--- config.mk ---
export PLATFORM = sky130hd
export DESIGN_NAME = neureka_streamout_collector
export DESIGN_NICKNAME = d
export VERILOG_FILES = /design/src/rtl/neureka_package.sv /design/src/rtl/neureka_outfeat_skid.sv /design/src/rtl/neureka_streamout_collector.sv
export SDC_FILE = /design/constraint.sdc
export NUM_CORES = 2
export LEC_CHECK = 0
export CAP_MARGIN = 20
export CELL_PAD_IN_SITES_DETAIL_PLACEMENT = 1
export CELL_PAD_IN_SITES_GLOBAL_PLACEMENT = 2
export CORE_MARGIN = 3
export CORE_UTILIZATION = 34
export CTS_BUF_LIST = sky130_fd_sc_hd__clkbuf_4 sky130_fd_sc_hd__clkbuf_8 sky130_fd_sc_hd__clkbuf_16
export CTS_CLUSTER_DIAMETER = 150
export CTS_CLUSTER_SIZE = 24
export DETAILED_ROUTE_END_ITERATION = 7
export GPL_ROUTABILITY_DRIVEN = 0
export HOLD_SLACK_MARGIN = 0.02
export PLACE_DENSITY_LB_ADDON = 0.1
export SKIP_LAST_GASP = 1
export SLEW_MARGIN = 20
export SYNTH_ARGS = -nofsm -noshare
export SYNTH_HDL_FRONTEND = slang
export SYNTH_SLANG_ARGS = --single-unit
export TNS_END_PERCENT = 10
--- constraint.sdc ---
create_clock -name clk_i -period 41.5 [get_ports clk_i]
set_input_delay 12.45 -clock clk_i [delete_from_list [all_inputs] [get_ports clk_i]]
set_output_delay 12.45 -clock clk_i [all_outputs]
set_load 0.02 [all_outputs]
--- src/rtl/neureka_package.sv ---
// Shared types and constants for the NEUREKA store-out path.
// Struct field widths follow the default PE array and memory bandwidth.
package neureka_package;

   localparam int NEUREKA_MEM_BANDWIDTH = 256;
   localparam int NEUREKA_PE_H_DEFAULT  = 4;
   localparam int NEUREKA_PE_W_DEFAULT  = 4;
   localparam int NEUREKA_AW            = 32;
   localparam int NEUREKA_NB            = NEUREKA_MEM_BANDWIDTH / 8;
   localparam int NEUREKA_HW            = $clog2(NEUREKA_PE_H_DEFAULT + 1);
   localparam int NEUREKA_WW            = $clog2(NEUREKA_PE_W_DEFAULT + 1);
   localparam int NEUREKA_KW            = $clog2(NEUREKA_NB + 1);

   typedef struct packed {
      logic                  start;
      logic [NEUREKA_AW-1:0] base_addr;
      logic [NEUREKA_AW-1:0] stride_h;
      logic [NEUREKA_AW-1:0] stride_w;
      logic [NEUREKA_HW-1:0] h_active;
      logic [NEUREKA_WW-1:0] w_active;
      logic [NEUREKA_KW-1:0] kout_bytes;
   } ctrl_streamout_collector_t;

   typedef struct packed {
      logic                  busy;
      logic                  done;
      logic [NEUREKA_HW-1:0] pe_h_idx;
      logic [NEUREKA_WW-1:0] pe_w_idx;
   } flags_streamout_collector_t;

   typedef enum logic [1:0] {
      SOC_IDLE  = 2'd0,
      SOC_RUN   = 2'd1,
      SOC_DRAIN = 2'd2,
      SOC_DONE  = 2'd3
   } soc_state_e;

   // Zero or an out-of-range byte count means the whole beat is valid.
   function automatic logic [NEUREKA_NB-1:0] kout_strb_mask(input logic [NEUREKA_KW-1:0] kout_bytes);
      logic [NEUREKA_NB-1:0] mask;
      mask = '0;
      for (int i = 0; i < NEUREKA_NB; i++) begin
         mask[i] = (i < int'(kout_bytes)) || (kout_bytes == '0) || (int'(kout_bytes) > NEUREKA_NB);
      end
      return mask;
   endfunction

endpackage

--- src/rtl/neureka_outfeat_skid.sv ---
// Two-entry valid/ready buffer carrying {data, strb, addr, last} to the store streamer.
// Outputs come straight from storage so they hold steady while the sink stalls.
module neureka_outfeat_skid #(
   parameter int unsigned DW = 256,
   parameter int unsigned AW = 32
) (
   input  logic            clk_i,
   input  logic            rst_i,
   input  logic            clear_i,
   input  logic            in_valid_i,
   output logic            in_ready_o,
   input  logic [DW-1:0]   in_data_i,
   input  logic [DW/8-1:0] in_strb_i,
   input  logic [AW-1:0]   in_addr_i,
   input  logic            in_last_i,
   output logic            out_valid_o,
   input  logic            out_ready_i,
   output logic [DW-1:0]   out_data_o,
   output logic [DW/8-1:0] out_strb_o,
   output logic [AW-1:0]   out_addr_o,
   output logic            out_last_o
);

   localparam int unsigned EW = DW + DW/8 + AW + 1;

   logic [EW-1:0] mem_q [2];
   logic          rd_q, wr_q;
   logic [1:0]    cnt_q;
   logic          push, pop;

   assign in_ready_o  = (cnt_q != 2'd2);
   assign out_valid_o = (cnt_q != 2'd0);
   assign push        = in_valid_i && in_ready_o;
   assign pop         = out_valid_o && out_ready_i;
   assign {out_data_o, out_strb_o, out_addr_o, out_last_o} = mem_q[rd_q];

   always_ff @(posedge clk_i or posedge rst_i) begin
      if (rst_i) begin
         mem_q[0] <= '0;
         mem_q[1] <= '0;
         rd_q     <= 1'b0;
         wr_q     <= 1'b0;
         cnt_q    <= 2'd0;
      end else if (clear_i) begin
         mem_q[0] <= '0;
         mem_q[1] <= '0;
         rd_q     <= 1'b0;
         wr_q     <= 1'b0;
         cnt_q    <= 2'd0;
      end else begin
         if (push) begin
            mem_q[wr_q] <= {in_data_i, in_strb_i, in_addr_i, in_last_i};
            wr_q        <= ~wr_q;
         end
         if (pop) begin
            rd_q <= ~rd_q;
         end
         case ({push, pop})
            2'b10:   cnt_q <= cnt_q + 2'd1;
            2'b01:   cnt_q <= cnt_q - 2'd1;
            default: cnt_q <= cnt_q;
         endcase
      end
   end

endmodule

--- src/rtl/neureka_streamout_collector.sv ---
// Collects the serialized per-PE store_out beats and turns them into addressed, masked write beats.
//
//  state | meaning
//  IDLE  | waiting for start; ctrl latched on start
//  RUN   | accepting PE beats in (h, w) order
//  DRAIN | last beat taken, waiting for the buffer to empty
//  DONE  | one-cycle done pulse, back to IDLE
module neureka_streamout_collector
   import neureka_package::*;
#(
   parameter int unsigned DW   = NEUREKA_MEM_BANDWIDTH,
   parameter int unsigned PE_H = NEUREKA_PE_H_DEFAULT,
   parameter int unsigned PE_W = NEUREKA_PE_W_DEFAULT,
   parameter int unsigned AW   = NEUREKA_AW
) (
   input  logic                       clk_i,
   input  logic                       rst_i,
   input  logic                       clear_i,
   input  ctrl_streamout_collector_t  ctrl_i,
   input  logic                       in_valid_i,
   output logic                       in_ready_o,
   input  logic [DW-1:0]              in_data_i,
   input  logic [DW/8-1:0]            in_strb_i,
   output logic                       out_valid_o,
   input  logic                       out_ready_i,
   output logic [DW-1:0]              out_data_o,
   output logic [DW/8-1:0]            out_strb_o,
   output logic [AW-1:0]              out_addr_o,
   output logic                       out_last_o,
   output flags_streamout_collector_t flags_o
);

   localparam int unsigned HW = $clog2(PE_H + 1);
   localparam int unsigned WW = $clog2(PE_W + 1);

   soc_state_e      state_q, state_d;
   logic [AW-1:0]   stride_h_q, stride_w_q, row_addr_q, col_addr_q;
   logic [HW-1:0]   h_act_q, h_q;
   logic [WW-1:0]   w_act_q, w_q;
   logic [DW/8-1:0] strb_mask_q;
   logic            skid_in_ready, push, row_end, beat_last, start_ok;

   assign start_ok   = (state_q == SOC_IDLE) && ctrl_i.start;
   assign in_ready_o = (state_q == SOC_RUN) && skid_in_ready;
   assign push       = in_valid_i && in_ready_o;
   assign row_end    = (w_q == w_act_q - WW'(1));
   assign beat_last  = row_end && (h_q == h_act_q - HW'(1));

   always_ff @(posedge clk_i or posedge rst_i) begin
      if (rst_i) begin
         state_q <= SOC_IDLE;
      end else if (clear_i) begin
         state_q <= SOC_IDLE;
      end else begin
         state_q <= state_d;
      end
   end

   always_comb begin
      state_d = state_q;
      case (state_q)
         SOC_IDLE: begin
            if (ctrl_i.start) begin
               if ((ctrl_i.h_active == '0) || (ctrl_i.w_active == '0)) state_d = SOC_DONE;
               else                                                     state_d = SOC_RUN;
            end
         end
         SOC_RUN:   if (push && beat_last) state_d = SOC_DRAIN;
         SOC_DRAIN: if (!out_valid_o)      state_d = SOC_DONE;
         SOC_DONE:  state_d = SOC_IDLE;
         default:   state_d = SOC_IDLE;
      endcase
   end

   // Address is built incrementally: row base steps by stride_h, column by stride_w.
   always_ff @(posedge clk_i or posedge rst_i) begin
      if (rst_i) begin
         stride_h_q  <= '0;
         stride_w_q  <= '0;
         row_addr_q  <= '0;
         col_addr_q  <= '0;
         h_act_q     <= '0;
         w_act_q     <= '0;
         h_q         <= '0;
         w_q         <= '0;
         strb_mask_q <= '0;
      end else if (clear_i) begin
         stride_h_q  <= '0;
         stride_w_q  <= '0;
         row_addr_q  <= '0;
         col_addr_q  <= '0;
         h_act_q     <= '0;
         w_act_q     <= '0;
         h_q         <= '0;
         w_q         <= '0;
         strb_mask_q <= '0;
      end else if (start_ok) begin
         stride_h_q  <= ctrl_i.stride_h;
         stride_w_q  <= ctrl_i.stride_w;
         row_addr_q  <= ctrl_i.base_addr;
         col_addr_q  <= ctrl_i.base_addr;
         h_act_q     <= ctrl_i.h_active;
         w_act_q     <= ctrl_i.w_active;
         h_q         <= '0;
         w_q         <= '0;
         strb_mask_q <= kout_strb_mask(ctrl_i.kout_bytes);
      end else if (push && !beat_last) begin
         if (row_end) begin
            w_q        <= '0;
            h_q        <= h_q + HW'(1);
            row_addr_q <= row_addr_q + stride_h_q;
            col_addr_q <= row_addr_q + stride_h_q;
         end else begin
            w_q        <= w_q + WW'(1);
            col_addr_q <= col_addr_q + stride_w_q;
         end
      end
   end

   neureka_outfeat_skid #(
      .DW (DW),
      .AW (AW)
   ) i_skid (
      .clk_i       (clk_i),
      .rst_i       (rst_i),
      .clear_i     (clear_i),
      .in_valid_i  (push),
      .in_ready_o  (skid_in_ready),
      .in_data_i   (in_data_i),
      .in_strb_i   (in_strb_i & strb_mask_q),
      .in_addr_i   (col_addr_q),
      .in_last_i   (beat_last),
      .out_valid_o (out_valid_o),
      .out_ready_i (out_ready_i),
      .out_data_o  (out_data_o),
      .out_strb_o  (out_strb_o),
      .out_addr_o  (out_addr_o),
      .out_last_o  (out_last_o)
   );

   always_comb begin
      flags_o          = '0;
      flags_o.busy     = (state_q != SOC_IDLE);
      flags_o.done     = (state_q == SOC_DONE);
      flags_o.pe_h_idx = h_q;
      flags_o.pe_w_idx = w_q;
   end

endmodule
==> After elaboration in Yosys (flattened, before gate mapping) <==
Index checks and enable logic that the tools add are counted.
{ "totals": {"inputBits": 402, "out_inout_bits": 331, "regBits": 820} }
{ "op_classes": {"n_bitwise": 5, "reduce_logical": 89, "n_addsub": 8, "eq_ne": 11, "order_cmp": 36, "n_mux": 46} }
{ "op_table": {"columns": ["operator", "count"], "rows": [
  ["$mux W321", 4],
  ["$mux W642", 2],
  ["$bwmux W642", 1],
  ["$mux W32", 14],
  ["$demux W321 S1", 1],
  ["$lt A5 B6 Y1 const A", 16],
  ["$logic_or A1 B1 Y1", 65],
  ["$add A32 B32 Y32", 2],
  ["$lt A4 B6 Y1 const A", 8],
  ["$mux W3", 12],
  ["$and A32 B32 Y32", 1],
  ["$lt A3 B6 Y1 const A", 4],
  ["$lt A1 B6 Y1 const A", 2],
  ["$lt A2 B6 Y1 const A", 2],
  ["$mux W2", 6],
  ["$reduce_bool A2 Y1", 5],
  ["$logic_and A1 B1 Y1", 9],
  ["$reduce_bool A3 Y1", 3],
  ["$pmux W2 S4", 1],
  ["$add A3 B1 Y3 const B", 2],
  ["$eq A2 B2 Y1 const B", 3],
  ["$eq A3 B3 Y1", 2],
  ["$gt A6 B6 Y1 const B", 1],
  ["$logic_not A3 Y1", 2],
  ["other kinds (18)", 27]
]} }

==> Depth between registers and ports, before layout <==
{ "logic_depth": {"ltp_word": 8, "depth_mapped": 11, "ltp_nobuf": 11} }

==> Modules after synthesis <==
Synthesis repeated with hierarchy kept, for this count alone.
{ "unflattened": {"cells_unflattened": 4166, "area_unflattened_um2": 44924.3} }
{ "by_module_without_submodules": {"columns": ["mod", "area_per_inst_um2", "cells_per_inst", "n_inst", "seq_area_each_um2"], "rows": [
  ["neureka_outfeat_skid", 33542.2, 2811, 1, 16165.5],
  ["neureka_streamout_collector", 11382.2, 1355, 1, 4354.2]
]} }

==> Least setup slack after synthesis <==
Ideal clock, no wire load.
{ "synth_path": {"kind": "reg-to-output", "startpoint": "register i_skid.rd_q", "endpoint": "output out_data_o[166]", "path_stages_with_launch": 5, "path_slack_ns": 27.485, "t_required_ns": 29.050, "arrival_ns": 1.565, "path_cell_list": "dfrtp_1 -> clkbuf_1 -> clkbuf_1 -> clkbuf_1 -> mux2_2"} }
{ "synth_via": {"elab_chain_len": 4} }
{ "synth_rtl": {"columns": ["element", "line_no", "rtl"], "rows": [
  ["start, declared", "neureka_outfeat_skid.sv:27", "logic rd_q, wr_q;"],
  ["start signal, assigned", "neureka_outfeat_skid.sv:56", "rd_q <= ~rd_q;"],
  ["$not A1 Y2 (implied by the code)", "neureka_outfeat_skid.sv:35", "assign {out_data_o, out_strb_o, out_addr_o, out_last_o} = mem_q[rd_q];"],
  ["$mux W321 (implied by the code) (3 in series)", "neureka_outfeat_skid.sv:35", null],
  ["end, declared", "neureka_streamout_collector.sv:26", "output logic [DW-1:0] out_data_o,"]
]} }
No other way between the ends. The select of a mux whose other input is x is not followed.

==> Final worst setup path <==
{ "layout_path": {"startpoint": "register i_skid.rd_q", "endpoint": "output out_data_o[14]"} }
Same word-level chain as after synthesis.

==> flow_summary.ini <==
[power_and_ir_drop]
total_power_mw = 2.09
cellLeakagePower_nw = 21.4
vdd_drop_max_mv = 0.0287
power-per-cell-area_mw_per_mm2 = 44.0

[sta]
setup_viol_count_final = 0
period_share = 0.412
fmax_mhz = 58.5
setup_slack_ns = 24.40
period_needed_ns = 17.10
fin_setup_tns_ns = 0
rsz0062_at_grt = false
hold_viol = 0
finalClockSkew_ns = 0.0418
slew_viol_final = 0
worst_pin_slew_ns = 1.16
slew-limit-headroom = 0.224

[grt]
antenna_found_initial = 35
grt_pass1_wl_um = 214000
grt_pass1_vias = 31900
grt.overflow.total = 0
grt_max_degree = 180
grtUsageTotal = 0.241

[synth]
ys_seq_area_frac = 0.544
synthCells = 3181
ys.flop_type = dfrtp_1
synth.top_cell.area_share = 0.544
synth.area.top_cells = dfrtp_1, a22o_1, mux2_2
yosys.area_share.simple = 0.0591
synth_compound_area_frac = 0.228
synth_edf_count = 0
syn_nets = 3656
synth_fa_ha_area_frac = 0.0246
ys_warn_count = 0
synth_xor_area_frac = 0.0152
synth_area_leader_cell = dfrtp_1
synthArstFlopShare = 1.00
synth_seq_cells = 820
muxShareOfSynthArea = 0.0977
synth_top_family_by_area = compound AO/OA/AOI/OAI gates
ys_types = 79
synth_area_sq_mm = 0.0377
syn_area_per_cell_sq_um = 11.9

[critical_path]
cp_max_fo = 166
worstPathArrival_ns = 4.65
critPathLaunch = i_skid.rd_q$_DFFE_PP0P_
crit_type = reg2out
slowest_stage = dfrtp_4
cp-start-kind = register
cp_slowest_stage_delay_ns = 1.00
path_cells = buf_4 -> buf_12 -> mux2_2 -> clkdlybuf4s50_1
timing.rr.start = state_q[1]$_DFFE_PP0P_
cp.required_ns = 29.05
cp-end-kind = output port
crit_family = buffers and inverters
critPathBufInv = 3

[floorplan]
die_width_um = 339
rows = 121
coreArea_sq_mm = 0.109
die_h_um = 339
start_util = 0.345
num_io_pins = 733
dieArea_sq_mm = 0.115

[job]
maxCapViolations = 0

[drt]
post-route-drc-count = 0
vias = 29500
ant_nets = 0
drt-wirelength-per-cell_um = 27.2
via_per_inst = 5.63
dr.first_iter.drc_count = 1617
drt_pre_antenna_iters = 7
wl_um = 143000

[clock_network]
tritoncts = done
clock_path_buffers = 3
insertion_delay_ns = 0.65
cts.reportedPaths.clkPinSlew_ns = 0.10
cts.sinks = 820
hold_buffers = 0
ctsResizeCount = 0
h-tree-depth = 2
postCtsSetupBuffers = 0
clock-root-buffer = clkbuf_16
cts_buffers = 40

[run_status]
status = completed

[place]
hpwl_um = 99000
preCtsSetupSlack_ns = 24.84
portBuffers = 732

[finish]
final_util = 0.434
final_nets = 4208
drive_gt1_frac = 0.117
fill_cells = 11600
syn_to_final_growth_pct = 25.8

[min_path]
hold_start = i_skid.mem_q[33]$_DFFE_PP0P_
hold_path.class = reg2reg
cell usage in the layout, fill, tap and decap left out, types with 28 or more instances in the layout:
| master | netlist | final |
|---|---|---|
| dfrtp_1 | 820 | 819 |
| xnor2_1 | 36 | 36 |
| a21o_1 | 32 | 32 |
| a21oi_1 | 154 | 152 |
| nand3_1 | 33 | 33 |
| o211ai_1 | 28 | 28 |
| nor2_1 | 109 | 105 |
| mux2_2 | 321 | 321 |
| ha_1 | 71 | 71 |
| a22o_1 | 593 | 593 |
| nand2_1 | 282 | 281 |
| a32o_1 | 64 | 64 |
| clkdlybuf4s50_1 | 0 | 731 |
| o21ai_0 | 63 | 63 |
| clkbuf_16 | 0 | 41 |
| inv_1 | 35 | 34 |
worst paths after layout:
| kind | slack (ns) | cells after the start | end |
|---|---|---|---|
| max | 24.40 | 4 | out_data_o[14] |
| min | 0.49 | 1 | i_skid.mem_q[33]$_DFFE_PP0P_ |
| max reg2reg | 37.60 | 9 | i_skid.mem_q[184]$_DFFE_PP0P_ |
| min reg2reg | 0.49 | 1 | i_skid.mem_q[33]$_DFFE_PP0P_ |
| max in group asynchronous | 26.21 | 6 | i_skid.mem_q[500]$_DFFE_PP0P_ |
| min in group asynchronous | 12.43 | 2 | i_skid.mem_q[260]$_DFFE_PP0P_ |
Yosys cell counts, drive strengths merged (11+ instances only):
master / instances
dfrtp: 820
a22o: 593
mux2: 321
nand2: 282
clkbuf: 237
a21oi: 155
nor2: 110
ha: 71
o21ai: 68
a32o: 64
xnor2: 36
inv: 35
a21o: 33
nand3: 33
o211ai: 29
xor2: 27
nor3: 25
buf: 22
o21a: 16
a211oi: 15
a31oi: 13
o21bai: 12
and3: 11
nand4: 11
o31ai: 11
per-stage QoR:
stage / area, sq um / instances / hold WS (ns)
floorplan: 37700 / 3181 / 0.453
global placement: 46300 / 5165 / 0.465
detailed placement: 46300 / 5165 / 0.475
CTS: 47300 / 5211 / 0.499
global route: 47400 / 5230 / 0.511
finish: 47500 / 5236 / 0.493
cells by family after synthesis:
logic type,count (synthesis)
xor+xnor,64
compound gates,1084
fa+ha+maj,73
mux,328
buf+inv,294
simple gates,518
flops,820
worst register-to-register path, stage by stage, from the launching register on:
cell and delay [ns]:
dfrtp_1 0.43, inv_1 0.13, ha_1 0.19, and2_1 0.16, nand2_1 0.20, nor3b_2 0.28, buf_4 0.48, buf_6 0.71
buf_4 0.89, a22o_1 0.34
cell type report:
type / count / area [sq um] / area share
Sequential cell: 820 / 20500 / 0.432
Multi-Input combinational cell: 2067 / 16100 / 0.339
Timing Repair Buffer: 769 / 7730 / 0.163
Tap cell: 1476 / 1850 / 0.0389
Clock buffer: 42 / 1030 / 0.0218
Inverter: 35 / 139 / 0.00293
Antenna cell: 23 / 57.6 / 0.00121
Clock inverter: 4 / 42.5 / 0.000896
power breakdown:
group	internal [mW]	switching [mW]	total (mW)	leakage, nW
Combinational	0.273	0.404	0.677	9.53
Sequential	0.882	0.0779	0.960	11.3
Clock	0.181	0.271	0.453	0.533
Total	1.34	0.753	2.09	21.4
per-layer routing:
metal,vias up,routed length (um),global-route usage
li1,13000,-,-
met1,15600,58300,0.300
met2,701,71600,0.417
met3,199,6760,0.0398
met4,16,5840,0.0924
met5,-,108,0
state kept, by name (all words and copies together) (netlist names):
register and count:
stride_h_q 32, i_skid.mem_q 642, w_q 3, row_addr_q 32, stride_w_q 32, state_q 2
h_act_q 3, i_skid.rd_q 1, w_act_q 3, i_skid.wr_q 1, i_skid.cnt_q 2, strb_mask_q 32
h_q 3, col_addr_q 32
No activity file was read; power rests on OpenSTA's default activity.
